File: src/rtl/shifter_issue_ctrl.sv
// Issue/capture stage around a combinational 32-bit rotate-right shifter:
// queues requests, drives them one at a time from registers, waits, then captures.
module shifter_issue_ctrl #(
  parameter  int FIFO_DEPTH    = 4,
  parameter  int SETTLE_CYCLES = 1,
  localparam int CNT_W         = $clog2(FIFO_DEPTH) + 1
) (
  input  logic             clk,
  input  logic             rst_n,
  input  logic             in_valid,
  output logic             in_ready,
  input  logic [31:0]      in_data,
  input  logic [4:0]       in_amt,
  output logic [31:0]      sh_data,
  output logic [4:0]       sh_amt,
  input  logic [31:0]      sh_out,
  output logic             out_valid,
  input  logic             out_ready,
  output logic [31:0]      out_data,
  output logic [4:0]       out_amt,
  output logic [CNT_W-1:0] fifo_level,
  output logic             busy
);

  localparam int PTR_W = $clog2(FIFO_DEPTH);
  localparam int SET_W = (SETTLE_CYCLES > 1) ? $clog2(SETTLE_CYCLES) : 1;

  typedef enum logic [1:0] {IDLE, SETTLE, HOLD} state_t;

  typedef struct packed {
    logic [4:0]  amt;
    logic [31:0] data;
  } req_t;

  req_t             mem [FIFO_DEPTH];
  req_t             head;
  logic [PTR_W-1:0] wr_ptr_reg;
  logic [PTR_W-1:0] rd_ptr_reg;
  logic [CNT_W-1:0] level_reg;
  logic [SET_W-1:0] cnt_reg;
  state_t           state_reg;
  logic             push;
  logic             pop;

  assign in_ready   = (level_reg < CNT_W'(FIFO_DEPTH));
  assign push       = in_valid & in_ready;
  // A pop happens only when the FSM is ready to launch the next request.
  assign pop        = (level_reg != '0) &&
                      ((state_reg == IDLE) || ((state_reg == HOLD) && out_ready));
  assign head       = mem[rd_ptr_reg];
  assign fifo_level = level_reg;
  assign busy       = (state_reg != IDLE) || (level_reg != '0);

  // Storage has no reset; only the pointers and level define its contents.
  always_ff @(posedge clk) begin
    if (push) begin
      mem[wr_ptr_reg] <= '{amt: in_amt, data: in_data};
    end
  end

  always_ff @(posedge clk or negedge rst_n) begin
    if (!rst_n) begin
      wr_ptr_reg <= '0;
      rd_ptr_reg <= '0;
      level_reg  <= '0;
    end else begin
      if (push) begin
        wr_ptr_reg <= wr_ptr_reg + PTR_W'(1);
      end
      if (pop) begin
        rd_ptr_reg <= rd_ptr_reg + PTR_W'(1);
      end
      case ({push, pop})
        2'b10:   level_reg <= level_reg + CNT_W'(1);
        2'b01:   level_reg <= level_reg - CNT_W'(1);
        default: level_reg <= level_reg;
      endcase
    end
  end

  always_ff @(posedge clk or negedge rst_n) begin
    if (!rst_n) begin
      state_reg <= IDLE;
      cnt_reg   <= '0;
      sh_data   <= '0;
      sh_amt    <= '0;
      out_valid <= 1'b0;
      out_data  <= '0;
      out_amt   <= '0;
    end else begin
      case (state_reg)
        IDLE: begin
          if (pop) begin
            sh_data   <= head.data;
            sh_amt    <= head.amt;
            cnt_reg   <= SET_W'(SETTLE_CYCLES - 1);
            state_reg <= SETTLE;
          end
        end
        SETTLE: begin
          if (cnt_reg == '0) begin
            out_data  <= sh_out;
            out_amt   <= sh_amt;
            out_valid <= 1'b1;
            state_reg <= HOLD;
          end else begin
            cnt_reg <= cnt_reg - SET_W'(1);
          end
        end
        HOLD: begin
          if (out_ready) begin
            out_valid <= 1'b0;
            // Launch the next request in the same cycle the result is taken.
            if (pop) begin
              sh_data   <= head.data;
              sh_amt    <= head.amt;
              cnt_reg   <= SET_W'(SETTLE_CYCLES - 1);
              state_reg <= SETTLE;
            end else begin
              state_reg <= IDLE;
            end
          end
        end
        default: state_reg <= IDLE;
      endcase
    end
  end

endmodule

File: config.mk
export PLATFORM = sky130hd
export DESIGN_NAME = shifter_issue_ctrl
export DESIGN_NICKNAME = d
export VERILOG_FILES = /design/src/rtl/shifter_issue_ctrl.sv
export SDC_FILE = /design/constraint.sdc
export NUM_CORES = 1
export LEC_CHECK = 0
export ABC_AREA = 1
export CAP_MARGIN = 10
export CELL_PAD_IN_SITES_DETAIL_PLACEMENT = 1
export CELL_PAD_IN_SITES_GLOBAL_PLACEMENT = 1
export CORE_MARGIN = 2
export CORE_UTILIZATION = 28
export DETAILED_ROUTE_END_ITERATION = 10
export GPL_ROUTABILITY_DRIVEN = 0
export PLACE_DENSITY_LB_ADDON = 0.3
export SLEW_MARGIN = 20
export SYNTH_ARGS = -nofsm -noshare
export SYNTH_HDL_FRONTEND = slang
export SYNTH_SLANG_ARGS = --single-unit
File: constraint.sdc
create_clock -name clk -period 4.9 [get_ports clk]
set_input_delay 0.49 -clock clk [delete_from_list [all_inputs] [get_ports clk]]
set_output_delay 0.49 -clock clk [all_outputs]
set_load 0.05 [all_outputs]
Word-level counts from Yosys, hierarchy flattened
Memories as Yosys holds them, arrays and structs flattened.
Cells that the tools add are included.
Widths: inputs -> output; s select.
Storage, ports and cells
  output and inout bits: 80
  memories kept: 1
  register bits after elaboration: 85
  bits in writable memories: 148
Operators by class
  bitwise gates (word level): 2
  add/sub/neg operators: 5
  mux-type cells: 21
  reductions and logical operators: 16
  eq/ne operators: 7
  order comparisons: 1
Memory list
  mem: words 4, width 37, read ports 1, clocked after Yosys merged registers in 0, wr ports 1, line 35  | req_t mem [FIFO_DEPTH];
Operators by type and width (count)
  $mux 32: 2
  $pmux 32 s2: 1
  $mux 5: 2
  $pmux 5 s2: 1
  $mux 1: 8
  $reduce_bool 2->1: 4
  $mux 2: 3
  $ne 2x2->1 const B: 3
  $pmux 2 s3: 1
  $pmux 3 s2: 1
  $reduce_and 2->1: 3
  $reduce_and 3->1: 2
  $reduce_bool 3->1: 2
  $add 2x1->2 const B: 2
  $eq 2x1->1 const B: 2
  $eq 2x2->1 const B: 2
  $add 3x1->3 const B: 1
  $lt 3x3->1 const B: 1
  $pmux 1 s3: 1
  $sub 3x1->3 const B: 1
  $logic_and 1x1->1: 2
  $logic_not 2->1: 1
  $logic_or 1x1->1: 2
  $pmux 1 s2: 1
  other kinds (3): 3

Logic depth before layout (Yosys ltp)
  depth after elaboration: 7
  gate-level depth with buffers: 12
  depth with buffers taken out: 11

Least setup slack after synthesis
Ideal clock, no wire load.
  kind: flip-flop to flip-flop
  from: register level_reg[2] (netlist: fifo_level[2])
  to: memory mem[0][0] in the netlist's numbering, enable pin
  slack: 1.761 ns
  setup time: 0.431 ns
  stages on the path, launching flop included: 4
  arrival time: 2.708 ns
  required time: 4.469 ns
  path buffers: 0
  path through: dfrtp_1 > inv_2 > nand2_1 > nor2_1
On the way
  word-level cells in the longest chain between the ends: 4
RTL lines
  start, declared: line 39  | logic [CNT_W-1:0] level_reg;
  start signal, assigned: line 74  | 2'b10: level_reg <= level_reg + CNT_W'(1);
  start signal, assigned: line 75  | 2'b01: level_reg <= level_reg - CNT_W'(1);
  start signal, assigned: line 76  | default: level_reg <= level_reg;
  $lt 3x3->1: line 45  | assign in_ready = (level_reg < CNT_W'(FIFO_DEPTH));
  net in_ready: line 11  | output logic in_ready,
  $and 1x1->1: line 46  | assign push = in_valid & in_ready;
  $mux 1: line 56  | if (push) begin
  $mux 1 (not written as such): line 57  | mem[wr_ptr_reg] <= '{amt: in_amt, data: in_data};
  end, declared: line 35
The timed path passes the listed nets, and every way through them passes these cells.

Worst setup path after layout
  from: register state_reg[1]
  to: output busy
On the way
  word-level cells in the longest chain between the ends: 2
RTL lines
  start, declared: line 41  | state_t state_reg;
  start signal, assigned: line 83  | state_reg <= IDLE;
  start signal, assigned: line 97  | state_reg <= SETTLE;
  start signal, assigned: line 105  | state_reg <= HOLD;
  $reduce_bool 2->1: line 52  | assign busy = (state_reg != IDLE) || (level_reg != '0);
  $logic_or 1x1->1: line 52
  end, declared: line 22  | output logic busy
Every way passes these cells.

==> report_table.html <==
<table>
<tr><th>Metric</th><th>Value</th></tr>
<tr><th colspan="2">Timing</th></tr>
<tr><td>Tightest Pin Transition</td><td>1.013 ns</td></tr>
<tr><td>Share of the clock period used by the worst path after layout</td><td>0.6008</td></tr>
<tr><td>Setup Total Neg Slack</td><td>0 ns</td></tr>
<tr><td>Unrepaired setup endpoints after global routing</td><td>false</td></tr>
<tr><td>Setup skew after layout</td><td>0.01183 ns</td></tr>
<tr><td>Max-slew headroom at the worst pin</td><td>0.3250</td></tr>
<tr><td>Peak clock frequency supported by timing</td><td>roughly 340 MHz</td></tr>
<tr><td>Final critical path time including I/O delays and setup</td><td>2.944 ns</td></tr>
<tr><td>Total count of hold-check failures in the final report</td><td>0</td></tr>
<tr><td>Setup-violating endpoint count in the final report</td><td>0</td></tr>
<tr><td>Pins over their slew limit</td><td>0</td></tr>
<tr><td>Least setup slack across all paths after layout</td><td>1.956 ns</td></tr>
<tr><th colspan="2">Setup path</th></tr>
<tr><td>Delay-heaviest family, CP</td><td>buffers and inverters</td></tr>
<tr><td>Data required time at the worst endpoint</td><td>between 4 and 5 ns</td></tr>
<tr><td>Endpoint arrival time on the critical path</td><td>about 2.5 ns</td></tr>
<tr><td>Crit start category</td><td>register</td></tr>
<tr><td>Setup crit end kind</td><td>output port</td></tr>
<tr><td>Master of the slowest instance on the critical path</td><td>sky130_fd_sc_hd__clkdlybuf4s50_1</td></tr>
<tr><td>Logic depth of the worst setup path including buffers</td><td>3</td></tr>
<tr><td>CP max FO</td><td>41</td></tr>
<tr><td>Buf/Inv on CP</td><td>2</td></tr>
<tr><td>Crit path cell chain</td><td>inv_2, nand3_1, clkdlybuf4s50_1</td></tr>
<tr><td>Crit-path max cell delay</td><td>0.78 ns</td></tr>
<tr><td>Crit Path Category</td><td>reg2out</td></tr>
<tr><td>Worst Reg2Reg Path Length in Cells</td><td>10</td></tr>
<tr><th colspan="2">Clock network</th></tr>
<tr><td>Number of buffers inserted during clock tree synthesis</td><td>26</td></tr>
<tr><td>Clock slew at reported path FFs</td><td>~0.060 ns</td></tr>
<tr><td>Number of H-tree branching levels</td><td>1</td></tr>
<tr><td>Setup Fix Bufs, Post-CTS</td><td>0</td></tr>
<tr><td>Post-CTS Hold Fix Bufs</td><td>0</td></tr>
<tr><td>CTS max path bufs</td><td>3</td></tr>
<tr><td># resized after CTS</td><td>0</td></tr>
<tr><td>Number of sinks handled by clock tree synthesis</td><td>232</td></tr>
<tr><td>CTS tree</td><td>yes</td></tr>
<tr><td>Skew-Pair Late Insertion Delay</td><td>0.53 ns</td></tr>
<tr><td>CTS root buf</td><td>sky130_fd_sc_hd__clkbuf_16</td></tr>
<tr><th colspan="2">Placed design</th></tr>
<tr><td>Half-perimeter wire length of the detailed placement result</td><td>15460 um</td></tr>
<tr><td>Setup Slack @ Placement</td><td>approximately 2 ns</td></tr>
<tr><td>Count of input and output buffers</td><td>~150</td></tr>
<tr><td>Placed instance area</td><td>0.01156 sq mm</td></tr>
<tr><th colspan="2">Global route</th></tr>
<tr><td>Total overflow reported by the global router</td><td>0</td></tr>
<tr><td>Total track usage</td><td>0.1407</td></tr>
<tr><td>Wire length of the first global-routing pass</td><td>approximately 40000 um</td></tr>
<tr><td>Global routing usage on met1</td><td>0.1819</td></tr>
<tr><td>GRT Max-Usage Layer</td><td>met2</td></tr>
<tr><td>Met2 layer usage reported by global route</td><td>0.2433</td></tr>
<tr><td>GR Layer Usage met3</td><td>0.02669</td></tr>
<tr><td>Initial antenna violation count</td><td>0</td></tr>
<tr><td>Maximum number of pins on one net before global-route repair</td><td>78</td></tr>
<tr><td>Number of global-route vias before repair</td><td>7171</td></tr>
<tr><th colspan="2">Routing</th></tr>
<tr><td>Starting DRC count in detailed routing</td><td>roughly 330</td></tr>
<tr><td>Overall via count from detail_route</td><td>6699</td></tr>
<tr><td>First-pass DRT Iterations</td><td>4</td></tr>
<tr><td>Average detailed-routed wire length per instance</td><td>15.87 um</td></tr>
<tr><td>DRC violation count after routing</td><td>0</td></tr>
<tr><td>Final ANT Viol Nets</td><td>0</td></tr>
<tr><td>Via density per instance</td><td>4.251</td></tr>
<tr><td>Total Wirelength</td><td>25020 um</td></tr>
<tr><th colspan="2">Die</th></tr>
<tr><td>Initial Utilization</td><td>0.2857</td></tr>
<tr><td>Vertical die dimension</td><td>about 190 um</td></tr>
<tr><td>Std cell rows</td><td>67</td></tr>
<tr><td>IO Pins</td><td>approximately 150</td></tr>
<tr><td>Core region area</td><td>~0.034 sq mm</td></tr>
<tr><td>Die area</td><td>0.03589 sq mm</td></tr>
<tr><td>Die X</td><td>189.4 um</td></tr>
<tr><th colspan="2">Power</th></tr>
<tr><td>Pleak</td><td>around 5.7 nW</td></tr>
<tr><td>Maximum resistive drop on vdd</td><td>between 0.3 and 0.4 mV</td></tr>
<tr><td>Total power per unit cell area</td><td>693.6 mW/mm^2</td></tr>
<tr><th colspan="2">Finish</th></tr>
<tr><td>Largest registers</td><td>mem (148), out_data (32), sh_data (32)</td></tr>
<tr><td>Number of flip-flops under the largest register name</td><td>148</td></tr>
<tr><td>Commonest cells after routing, fill and taps aside</td><td>sky130_fd_sc_hd__nand2_1, sky130_fd_sc_hd__inv_1, sky130_fd_sc_hd__clkdlybuf4s50_1, sky130_fd_sc_hd__edfxtp_1, sky130_fd_sc_hd__nand3_1</td></tr>
<tr><td>Top reg by flops</td><td>mem</td></tr>
<tr><td>Finished layout cell area</td><td>around 0.012 sq mm</td></tr>
<tr><td>Antenna Cells</td><td>0</td></tr>
<tr><td>Leading cell type in the layout, fill and taps excluded</td><td>sky130_fd_sc_hd__nand2_1</td></tr>
<tr><td>Signed area change from the synthesized netlist to the final layout</td><td>28.55%</td></tr>
<tr><td>Nets</td><td>1187</td></tr>
<tr><td>Share of final-layout standard cells stronger than drive strength 1</td><td>0.05851</td></tr>
<tr><td>Fill cell total of the finished layout</td><td>between 3k and 4k</td></tr>
<tr><td>Post-Route Utilization</td><td>0.3673</td></tr>
<tr><th colspan="2">Yosys</th></tr>
<tr><td>Fraction of registers with async set or reset after synthesis</td><td>0.3621</td></tr>
<tr><td>Post-synthesis register bit count</td><td>232</td></tr>
<tr><td>Net count after synthesis</td><td>1042</td></tr>
<tr><td>Synth Cell Area</td><td>0.009629 sq mm</td></tr>
<tr><td>Leading register cell type out of synthesis</td><td>sky130_fd_sc_hd__edfxtp_1</td></tr>
<tr><td>Mean Syn Cell Area</td><td>about 10 sq um</td></tr>
<tr><td>Synthesized instance count</td><td>slightly below 1k</td></tr>
<tr><td>Sequential element share of the synthesized area</td><td>0.6798</td></tr>
<tr><td>Count of distinct cell types in the synthesized netlist</td><td>22</td></tr>
<tr><td>Count of flip-flops with a built-in enable after synthesis</td><td>~150</td></tr>
<tr><td>Total of warnings raised by yosys</td><td>0</td></tr>
<tr><th colspan="2">Job</th></tr>
<tr><td>Number of max-capacitance violations reported</td><td>0</td></tr>
<tr><th colspan="2">Outcome</th></tr>
<tr><td>Outcome</td><td>complete, no violations</td></tr>
<tr><th colspan="2">Worst hold path</th></tr>
<tr><td>Path category of the worst min-delay check</td><td>in2async</td></tr>
</table>
## synth_stat cells, types with 2 or more instances
cell type                  instances  share of area
sky130_fd_sc_hd__buf_1             4         0.0016
sky130_fd_sc_hd__buf_2            22          0.011
sky130_fd_sc_hd__buf_4             2         0.0016
sky130_fd_sc_hd__buf_6             8         0.0094
sky130_fd_sc_hd__clkbuf_1          8         0.0031
sky130_fd_sc_hd__dfrtp_1          84           0.22
sky130_fd_sc_hd__edfxtp_1        148           0.46
sky130_fd_sc_hd__ha_1              5         0.0065
sky130_fd_sc_hd__inv_1           160          0.062
sky130_fd_sc_hd__inv_2             7         0.0027
sky130_fd_sc_hd__nand2_1         382           0.15
sky130_fd_sc_hd__nand3_1         114          0.059
sky130_fd_sc_hd__nand3_2           2         0.0021
sky130_fd_sc_hd__nor2_1            6         0.0023
sky130_fd_sc_hd__o21ai_0           2         0.0010
sky130_fd_sc_hd__xor2_1            3         0.0027
## area by class of cell
type                            count  area, sq um  area share
Timing Repair Buffer              161         1587      0.1282
Clock buffer                       39        770.7     0.06227
Inverter                          167        626.9     0.05064
Tap cell                          448        560.5     0.04528
Sequential cell                   232         6551      0.5293
Multi-Input combinational cell    520         2236      0.1806
Clock inverter                      9        46.29    0.003740
## final timing paths
check	startpoint	to	slack, ns
worst max register to register	state_reg[1]	fifo_level[2]	1.98
min in group clk	out_amt[2]	out_amt[2]	0.47
worst min register to register	out_amt[2]	out_amt[2]	0.47
worst min-delay path	rst_n	out_data[28]	0.001
worst max-delay path	state_reg[1]	busy	1.96
max in group asynchronous	rst_n	rd_ptr_reg[0]	3.89
## per-stage QoR
step / cells / hold WS, ns / total power [mW]
final: 1576 / 0.001315 / 8.586
after global routing: 1576 / 0.02702 / 9.175
after CTS: 1576 / 0.01133 / 8.751
after detailed placement: 1528 / 0.4581 / 6.830
after global placement: 1528 / 0.4525 / 6.753
after floorplan: 963 / 0.1944 / 5.547
## worst reg2reg max path: stages (launching register included)
cell and delay, ns:
sky130_fd_sc_hd__dfrtp_1 0.40, sky130_fd_sc_hd__inv_2 0.52, sky130_fd_sc_hd__o21ai_1 0.23, sky130_fd_sc_hd__nor2_4 0.14, sky130_fd_sc_hd__buf_4 0.48, sky130_fd_sc_hd__ha_1 0.27, sky130_fd_sc_hd__inv_1 0.07, sky130_fd_sc_hd__fa_1 0.39
sky130_fd_sc_hd__nand2_1 0.08, sky130_fd_sc_hd__nand3_1 0.08, sky130_fd_sc_hd__xor2_1 0.14
## logic make-up after synthesis
group,after synthesis,share of synthesized area
AOI/OAI and AO/OA,4,0.002078
adders and majority gates,6,0.008576
DFF,232,0.6798
xor gates and xnor gates,4,0.003639
and+or+nand+nor,506,0.2137
buffers and inverters,211,0.09213
## power by group
part | internal (mW) | switching (mW) | total [mW] | leakage [nW]
sequential | 2.62 | 0.393 | 3.01 | 2.37
clock | 1.08 | 0.788 | 1.87 | 0.408
combinational | 1.12 | 2.58 | 3.70 | 2.89
## layer usage
layer	part of all wire	up-vias
met5	0	-
met4	0.016	0
met3	0.058	31
met2	0.47	159
met1	0.46	3239
li1	-	3270
No activity file was read; power rests on OpenSTA's default activity.
